==> src/rtl/cpu_ctrl_pkg.sv <==
// Shared definitions for the hardwired control unit: opcodes, ALU codes,
// sequencer states and the decoded instruction class.
package cpu_ctrl_pkg;

  localparam logic [4:0] OP_LD   = 5'b00000;
  localparam logic [4:0] OP_ST   = 5'b00010;
  localparam logic [4:0] OP_ADD  = 5'b00011;
  localparam logic [4:0] OP_SUB  = 5'b00100;
  localparam logic [4:0] OP_AND  = 5'b00101;
  localparam logic [4:0] OP_OR   = 5'b00110;
  localparam logic [4:0] OP_ADDI = 5'b01100;
  localparam logic [4:0] OP_BR   = 5'b10011;
  localparam logic [4:0] OP_NOP  = 5'b11010;
  localparam logic [4:0] OP_HALT = 5'b11011;

  typedef enum logic [3:0] {
    ALU_NOP = 4'd0,
    ALU_ADD = 4'd1,
    ALU_SUB = 4'd2,
    ALU_AND = 4'd3,
    ALU_OR  = 4'd4
  } alu_op_t;

  typedef enum logic [3:0] {
    S_IDLE,
    S_T0,
    S_T1,
    S_T2,
    S_T3,
    S_T4,
    S_T5,
    S_T6,
    S_T7,
    S_HALT,
    S_FAULT
  } state_t;

  // One-hot instruction class; all-zero means the opcode is illegal.
  typedef struct packed {
    logic ld;
    logic st;
    logic rtype;
    logic addi;
    logic br;
    logic nop;
    logic halt;
  } iclass_t;

  function automatic alu_op_t rtype_alu(input logic [4:0] opc);
    alu_op_t op;
    case (opc)
      OP_ADD:  op = ALU_ADD;
      OP_SUB:  op = ALU_SUB;
      OP_AND:  op = ALU_AND;
      OP_OR:   op = ALU_OR;
      default: op = ALU_NOP;
    endcase
    return op;
  endfunction

endpackage

==> src/rtl/opcode_decoder.sv <==
// Combinational opcode classifier: IR opcode field -> one-hot class + illegal flag.
module opcode_decoder
  import cpu_ctrl_pkg::*;
#(
  parameter int unsigned OPW = 5
) (
  input  logic [OPW-1:0] opcode,
  output iclass_t        cls,
  output logic           illegal
);

  always_comb begin
    cls     = '0;
    illegal = 1'b0;
    case (opcode)
      OP_LD:   cls.ld    = 1'b1;
      OP_ST:   cls.st    = 1'b1;
      OP_ADD,
      OP_SUB,
      OP_AND,
      OP_OR:   cls.rtype = 1'b1;
      OP_ADDI: cls.addi  = 1'b1;
      OP_BR:   cls.br    = 1'b1;
      OP_NOP:  cls.nop   = 1'b1;
      OP_HALT: cls.halt  = 1'b1;
      default: illegal   = 1'b1;
    endcase
  end

endmodule

==> src/rtl/control_sequencer.sv <==
// Hardwired control unit: steps the bus datapath through fetch/decode/execute,
// stalling on the memory ready handshake with a bounded wait.
module control_sequencer
  import cpu_ctrl_pkg::*;
#(
  parameter int unsigned OPW     = 5,
  parameter int unsigned ALUOPW  = 4,
  parameter int unsigned MEM_TMO = 16
) (
  input  logic              clock,
  input  logic              clear,
  input  logic              start,
  input  logic [31:0]       ir,
  input  logic              con_ff,
  input  logic              mem_ready,
  output logic              PCout,
  output logic              PCin,
  output logic              IncPC,
  output logic              MARin,
  output logic              MDRin,
  output logic              MDRout,
  output logic              IRin,
  output logic              Yin,
  output logic              Zin,
  output logic              Zlowout,
  output logic              Cout,
  output logic              BAout,
  output logic              CONin,
  output logic              Gra,
  output logic              Grb,
  output logic              Grc,
  output logic              Rin,
  output logic              Rout,
  output logic              Read,
  output logic              Write,
  output logic [ALUOPW-1:0] alu_op,
  output logic              run,
  output logic              fault
);

  localparam int unsigned   CNTW     = $clog2(MEM_TMO);
  localparam logic [CNTW-1:0] CNT_LAST = CNTW'(MEM_TMO - 1);

  state_t          state;
  state_t          state_next;
  state_t          done_next;
  logic [CNTW-1:0] wait_cnt;
  iclass_t         cls;
  logic            illegal;
  logic            in_wait;
  logic            timed_out;
  alu_op_t         r_alu;
  logic            unused_ir_bits;

  opcode_decoder #(
    .OPW(OPW)
  ) u_dec (
    .opcode  (ir[31 -: OPW]),
    .cls     (cls),
    .illegal (illegal)
  );

  assign r_alu          = rtype_alu(ir[31 -: OPW]);
  assign unused_ir_bits = ^ir[31-OPW:0];

  assign in_wait   = (state == S_T1)
                   | ((state == S_T6) & cls.ld)
                   | ((state == S_T7) & cls.st);
  assign timed_out = (wait_cnt == CNT_LAST) & ~mem_ready;
  // start is only sampled at instruction boundaries; dropping it mid-instruction lets it finish.
  assign done_next = start ? S_T0 : S_IDLE;

  always_ff @(posedge clock or negedge clear) begin
    if (!clear) begin
      state <= S_IDLE;
    end else begin
      state <= state_next;
    end
  end

  always_ff @(posedge clock or negedge clear) begin
    if (!clear) begin
      wait_cnt <= '0;
    end else if (state_next != state) begin
      wait_cnt <= '0;
    end else if (in_wait && !mem_ready) begin
      wait_cnt <= wait_cnt + CNTW'(1);
    end
  end

  always_comb begin
    state_next = state;
    case (state)
      S_IDLE:  if (start) state_next = S_T0;
      S_T0:    state_next = S_T1;
      S_T1: begin
        if (mem_ready)      state_next = S_T2;
        else if (timed_out) state_next = S_FAULT;
      end
      S_T2:    state_next = S_T3;
      S_T3: begin
        if (illegal)       state_next = S_FAULT;
        else if (cls.halt) state_next = S_HALT;
        else if (cls.nop)  state_next = done_next;
        else               state_next = S_T4;
      end
      S_T4:    state_next = S_T5;
      S_T5: begin
        if (cls.rtype || cls.addi) state_next = done_next;
        else                       state_next = S_T6;
      end
      S_T6: begin
        if (cls.br)                          state_next = done_next;
        else if (cls.st)                     state_next = S_T7;
        else if (mem_ready)                  state_next = S_T7;
        else if (timed_out)                  state_next = S_FAULT;
      end
      S_T7: begin
        if (cls.ld)         state_next = done_next;
        else if (mem_ready) state_next = done_next;
        else if (timed_out) state_next = S_FAULT;
      end
      S_HALT:  state_next = S_HALT;
      S_FAULT: state_next = S_FAULT;
      default: state_next = S_FAULT;
    endcase
  end

  always_comb begin
    PCout = 1'b0; PCin = 1'b0; IncPC = 1'b0; MARin = 1'b0; MDRin = 1'b0;
    MDRout = 1'b0; IRin = 1'b0; Yin = 1'b0; Zin = 1'b0; Zlowout = 1'b0;
    Cout = 1'b0; BAout = 1'b0; CONin = 1'b0;
    Gra = 1'b0; Grb = 1'b0; Grc = 1'b0; Rin = 1'b0; Rout = 1'b0;
    Read = 1'b0; Write = 1'b0;
    alu_op = '0;
    run    = (state != S_IDLE) && (state != S_HALT) && (state != S_FAULT);
    fault  = (state == S_FAULT);
    case (state)
      S_T0: begin
        PCout = 1'b1; MARin = 1'b1; IncPC = 1'b1; Zin = 1'b1;
      end
      S_T1: begin
        Zlowout = 1'b1; PCin = 1'b1; Read = 1'b1; MDRin = 1'b1;
      end
      S_T2: begin
        MDRout = 1'b1; IRin = 1'b1;
      end
      S_T3: begin
        if (cls.rtype || cls.addi) begin
          Grb = 1'b1; Rout = 1'b1; Yin = 1'b1;
        end else if (cls.ld || cls.st) begin
          Grb = 1'b1; BAout = 1'b1; Yin = 1'b1;
        end else if (cls.br) begin
          Gra = 1'b1; Rout = 1'b1; CONin = 1'b1;
        end
      end
      S_T4: begin
        if (cls.rtype) begin
          Grc = 1'b1; Rout = 1'b1; Zin = 1'b1;
          alu_op = ALUOPW'(r_alu);
        end else if (cls.addi || cls.ld || cls.st) begin
          Cout = 1'b1; Zin = 1'b1;
          alu_op = ALUOPW'(ALU_ADD);
        end else if (cls.br) begin
          PCout = 1'b1; Yin = 1'b1;
        end
      end
      S_T5: begin
        if (cls.rtype || cls.addi) begin
          Zlowout = 1'b1; Gra = 1'b1; Rin = 1'b1;
        end else if (cls.ld || cls.st) begin
          Zlowout = 1'b1; MARin = 1'b1;
        end else if (cls.br) begin
          Cout = 1'b1; Zin = 1'b1;
          alu_op = ALUOPW'(ALU_ADD);
        end
      end
      S_T6: begin
        if (cls.ld) begin
          Read = 1'b1; MDRin = 1'b1;
        end else if (cls.st) begin
          Gra = 1'b1; Rout = 1'b1; MDRin = 1'b1;
        end else if (cls.br && con_ff) begin
          Zlowout = 1'b1; PCin = 1'b1;
        end
      end
      S_T7: begin
        if (cls.ld) begin
          MDRout = 1'b1; Gra = 1'b1; Rin = 1'b1;
        end else if (cls.st) begin
          Write = 1'b1;
        end
      end
      default: ;
    endcase
  end

endmodule

==> config.mk <==
export PLATFORM = sky130hd
export DESIGN_NAME = control_sequencer
export DESIGN_NICKNAME = d
export VERILOG_FILES = /design/src/rtl/cpu_ctrl_pkg.sv /design/src/rtl/opcode_decoder.sv /design/src/rtl/control_sequencer.sv
export SDC_FILE = /design/constraint.sdc
export NUM_CORES = 1
export LEC_CHECK = 0
export ABC_AREA = 1
export BUFFER_PORTS_ARGS = -buffer_cell sky130_fd_sc_hd__buf_2
export CAP_MARGIN = 20
export CELL_PAD_IN_SITES_DETAIL_PLACEMENT = 1
export CELL_PAD_IN_SITES_GLOBAL_PLACEMENT = 2
export CORE_ASPECT_RATIO = 1.5
export CORE_UTILIZATION = 20
export DETAILED_ROUTE_END_ITERATION = 8
export PLACE_DENSITY_LB_ADDON = 0.1
export SYNTH_ARGS = -nofsm -noshare
export SYNTH_HDL_FRONTEND = slang
export SYNTH_SLANG_ARGS = --single-unit
==> constraint.sdc <==
create_clock -name clock -period 2.1 [get_ports clock]
set_clock_uncertainty 0.2 [all_clocks]
set_input_delay 0.63 -clock clock [delete_from_list [all_inputs] [get_ports clock]]
set_output_delay 0.63 -clock clock [all_outputs]
set_load 0.01 [all_outputs]
==> results.py <==
metrics = {
    "synthesis": {
        "ys_types": 24,
        "syn_area_um2": 1100,
        "synth.area.top_cells": "nand2_1 (21%), dfrtp_1 (18%), nor2_1 (12%), nand3_1 (9.6%), inv_1 (7.5%)",
        "yosysWarnings": 0,
        "syn-mean-instance-area_um2": 5.42,
        "syn-num-nets": 241,
        "synth_seq_cells": 8,
        "synth_cells": 203,
        "yosysSeqAreaShare": 0.182,
        "yosysTopAreaCell": "nand2_1",
        "yosys.area.top_type_share": 0.212,
    },
    "setup_path": {
        "cp-startpoint": "ir[30]",
        "cp_slowest_cell": "nor2_4",
        "cp_cell_sequence": "buf_8 > nor2_4 > nand3_4 > nor2_4 > nand2_2 > nand2_2 > o21bai_4 > buf_6",
        "end_kind": "primary output",
        "r2r_slack_ps": -20,
        "cp_max_fo": 6,
        "critPathRequiredTime_ps": 1270,
        "cp-start-kind": "primary input",
        "critical_path.endpoint": "Zlowout",
        "reg2reg_to": "wait_cnt[3]$_DFFE_PN0P_",
        "slowest_delay_ps": 210,
        "arrival_ps": 1560,
        "reg2reg_depth": 14,
        "crit_type": "in2out",
        "r2r-start": "state[1]$_DFF_PN0_",
    },
    "cts": {
        "cts_tree": "yes",
        "path_clk_slew_ps": 40,
        "cts_made_buffers": 3,
        "cts.path.max_buffers": 2,
        "clock_sinks": 8,
        "ctsHtreeMaxLevel": 1,
        "cts_root_buffer": "clkbuf_8",
        "insertion_delay_ps": 220,
        "ctsHoldBuffers": 0,
    },
    "floorplan": {
        "die_w_um": 62.5,
        "die-area_um2": 5810,
        "row_count": 32,
        "core_um2": 5200,
        "pin_count": 63,
        "start_util": 0.211,
        "dieHeight_um": 92.8,
    },
    "drt": {
        "wl_per_cell_um": 13.3,
        "postRouteAntennaNets": 0,
        "wirelength_mm": 5.08,
        "route.vias.total": 1673,
        "drc": 0,
        "drt_pass1_iterations": 3,
        "drt_iter0_markers": 39,
        "viasPerCell": 4.38,
    },
    "global_route": {
        "top_usage_layer": "met2",
        "grt_pass1_vias": 1751,
        "grt_pass1_wl_mm": 8.20,
        "grt_overflow": 0,
        "grt_use_met1": 0.176,
        "grt_util_met2": 0.389,
        "grt_use_total": 0.182,
        "grt_antenna_before_repair": 0,
        "grt_max_degree": 10,
        "groute.layer.met3.usage": 0.0148,
    },
    "power": {
        "seqPwrFrac": 0.328,
        "peakVddDrop_mv": 0.140,
        "p_clk_frac": 0.388,
        "p_per_area_nw_per_um2": 197,
        "totalPowerFinal_mw": 0.472,
        "p_sw_mw": 0.130,
        "p_leak_nw": 1.25,
        "p_int_mw": 0.342,
        "p_sw_frac": 0.276,
        "power_frac_comb": 0.284,
    },
    "flow_run": {
        "max_cap_violations": 0,
    },
    "sta": {
        "rsz0062_at_grt": "true",
        "setup_viol": 30,
        "min_period_ps": 2390,
        "fin_crit_sh": 1.14,
        "fmax_ghz": 0.419,
        "final.setup.worst_slack_ps": -289,
        "hold_viol": 0,
        "slew_violations": 0,
    },
    "final_layout": {
        "finish.utilization": 0.459,
        "diodes": 0,
        "area_growth_pct": 117,
        "final_area_um2": 2390,
        "drive_gt1_frac": 0.618,
        "fin_nets": 354,
    },
    "outcome": {
        "violations": "setup timing",
        "status": "complete, but fails checks",
    },
    "placement": {
        "hpwl_mm": 4.01,
        "place_congestion": 0.785,
        "place_area_um2": 1780,
        "io_buffer_count": 34,
    },
    "min_path": {
        "min_path_type": "in2async",
    },
}
metal layers:
| layer | vias up | routed length, um |
|---|---|---|
| met5 | - | 0 |
| met4 | 0 | 95 |
| met3 | 6 | 109 |
| met2 | 26 | 3030 |
| met1 | 781 | 1840 |
| li1 | 860 | - |
cells by family after synthesis:
| family | count (synthesis) | share of synthesized area |
|---|---|---|
| AND/OR/NAND/NOR | 142 | 0.590 |
| buffers and inverters | 33 | 0.116 |
| AO/OA/AOI/OAI | 15 | 0.0728 |
| adder cells (fa/ha/maj) | 1 | 0.0114 |
| XOR/XNOR | 3 | 0.0239 |
| flip-flops | 8 | 0.182 |
| other | 1 | 0.00341 |
cells in the final DEF (no fill, tap or decap), drive strengths merged:
cell and count:
a21boi 1, a21oi 2, buf 109, clkbuf 3
conb 1, dfrtp 8, ha 1, inv 32
nand2 66, nand3 24, nand3b 2, nand4 6
nor2 41, nor3 3, o21ai 11, o21bai 1
xnor2 1, xor2 2
repair_timing:
| item | in CTS | in global routing |
|---|---|---|
| gates resized for setup | 58 | 49 |
| setup endpoints to repair | 29 | 32 |
| gates cloned | 0 | 0 |
| pin swaps | 24 | 19 |
| buffers inserted | 13 | 10 |
registers in the layout, indices dropped and copies added, names as in the netlist:
signal,count
state,4
wait_cnt,4
cell type report:
cell class                      instances  area, um2
Clock buffer                            3       41.3
Sequential cell                         8        204
Multi-Input combinational cell        162       1090
Fill cell                             696       2820
Timing Repair Buffer                  109        842
Inverter                               32        128
Tap cell                               68       85.1
power by group through the flow:
stage	sequential [mW]	clock, mW	combinational, mW
3_5_place_dp	0.157	0	0.0896
3_3_place_gp	0.157	0	0.0883
2_1_floorplan	0.157	0	0.0367
5_1_grt	0.155	0.196	0.146
6_report	0.155	0.183	0.134
4_1_cts	0.155	0.188	0.120
worst max-delay path: cells and delay by family:
kind,cells,cell delay (ps)
and+or+nand+nor,5,590
buffers and inverters,2,220
AOI/OAI and AO/OA,1,120
how the worst min path moves through the flow:
stage	startpoint	end	slack (ps)
after floorplan	clear	state[0]$_DFF_PN0_	130
after global placement	clear	wait_cnt[0]$_DFFE_PN0P_	280
after detailed placement	clear	wait_cnt[0]$_DFFE_PN0P_	280
after CTS	clear	state[3]$_DFF_PN0_	40
after global routing	clear	wait_cnt[1]$_DFFE_PN0P_	50
final	clear	state[0]$_DFF_PN0_	40
synthesized netlist by cell type, drive strengths merged:
master and instances:
nand2 66, nor2 41, inv 32, nand3 24
o21ai 11, dfrtp 8, nand4 6, nor3 3
a21oi 2, nand3b 2, xor2 2, a21boi 1
buf 1, conb 1, ha 1, o21bai 1
xnor2 1
stage by stage:
| step | setup slack [ps] | hold WS [ps] | cells | TNS (ps) |
|---|---|---|---|---|
| global route | -371 | 48.8 | 382 | -7980 |
| global placement | -389 | 280 | 357 | -7090 |
| CTS | -297 | 44.9 | 373 | -5530 |
| detailed placement | -404 | 284 | 357 | -7290 |
| finish | -289 | 44.5 | 382 | -5330 |
| floorplan | -28.1 | 134 | 203 | -72.5 |
Note: power is estimated with default switching activity, not from simulation.
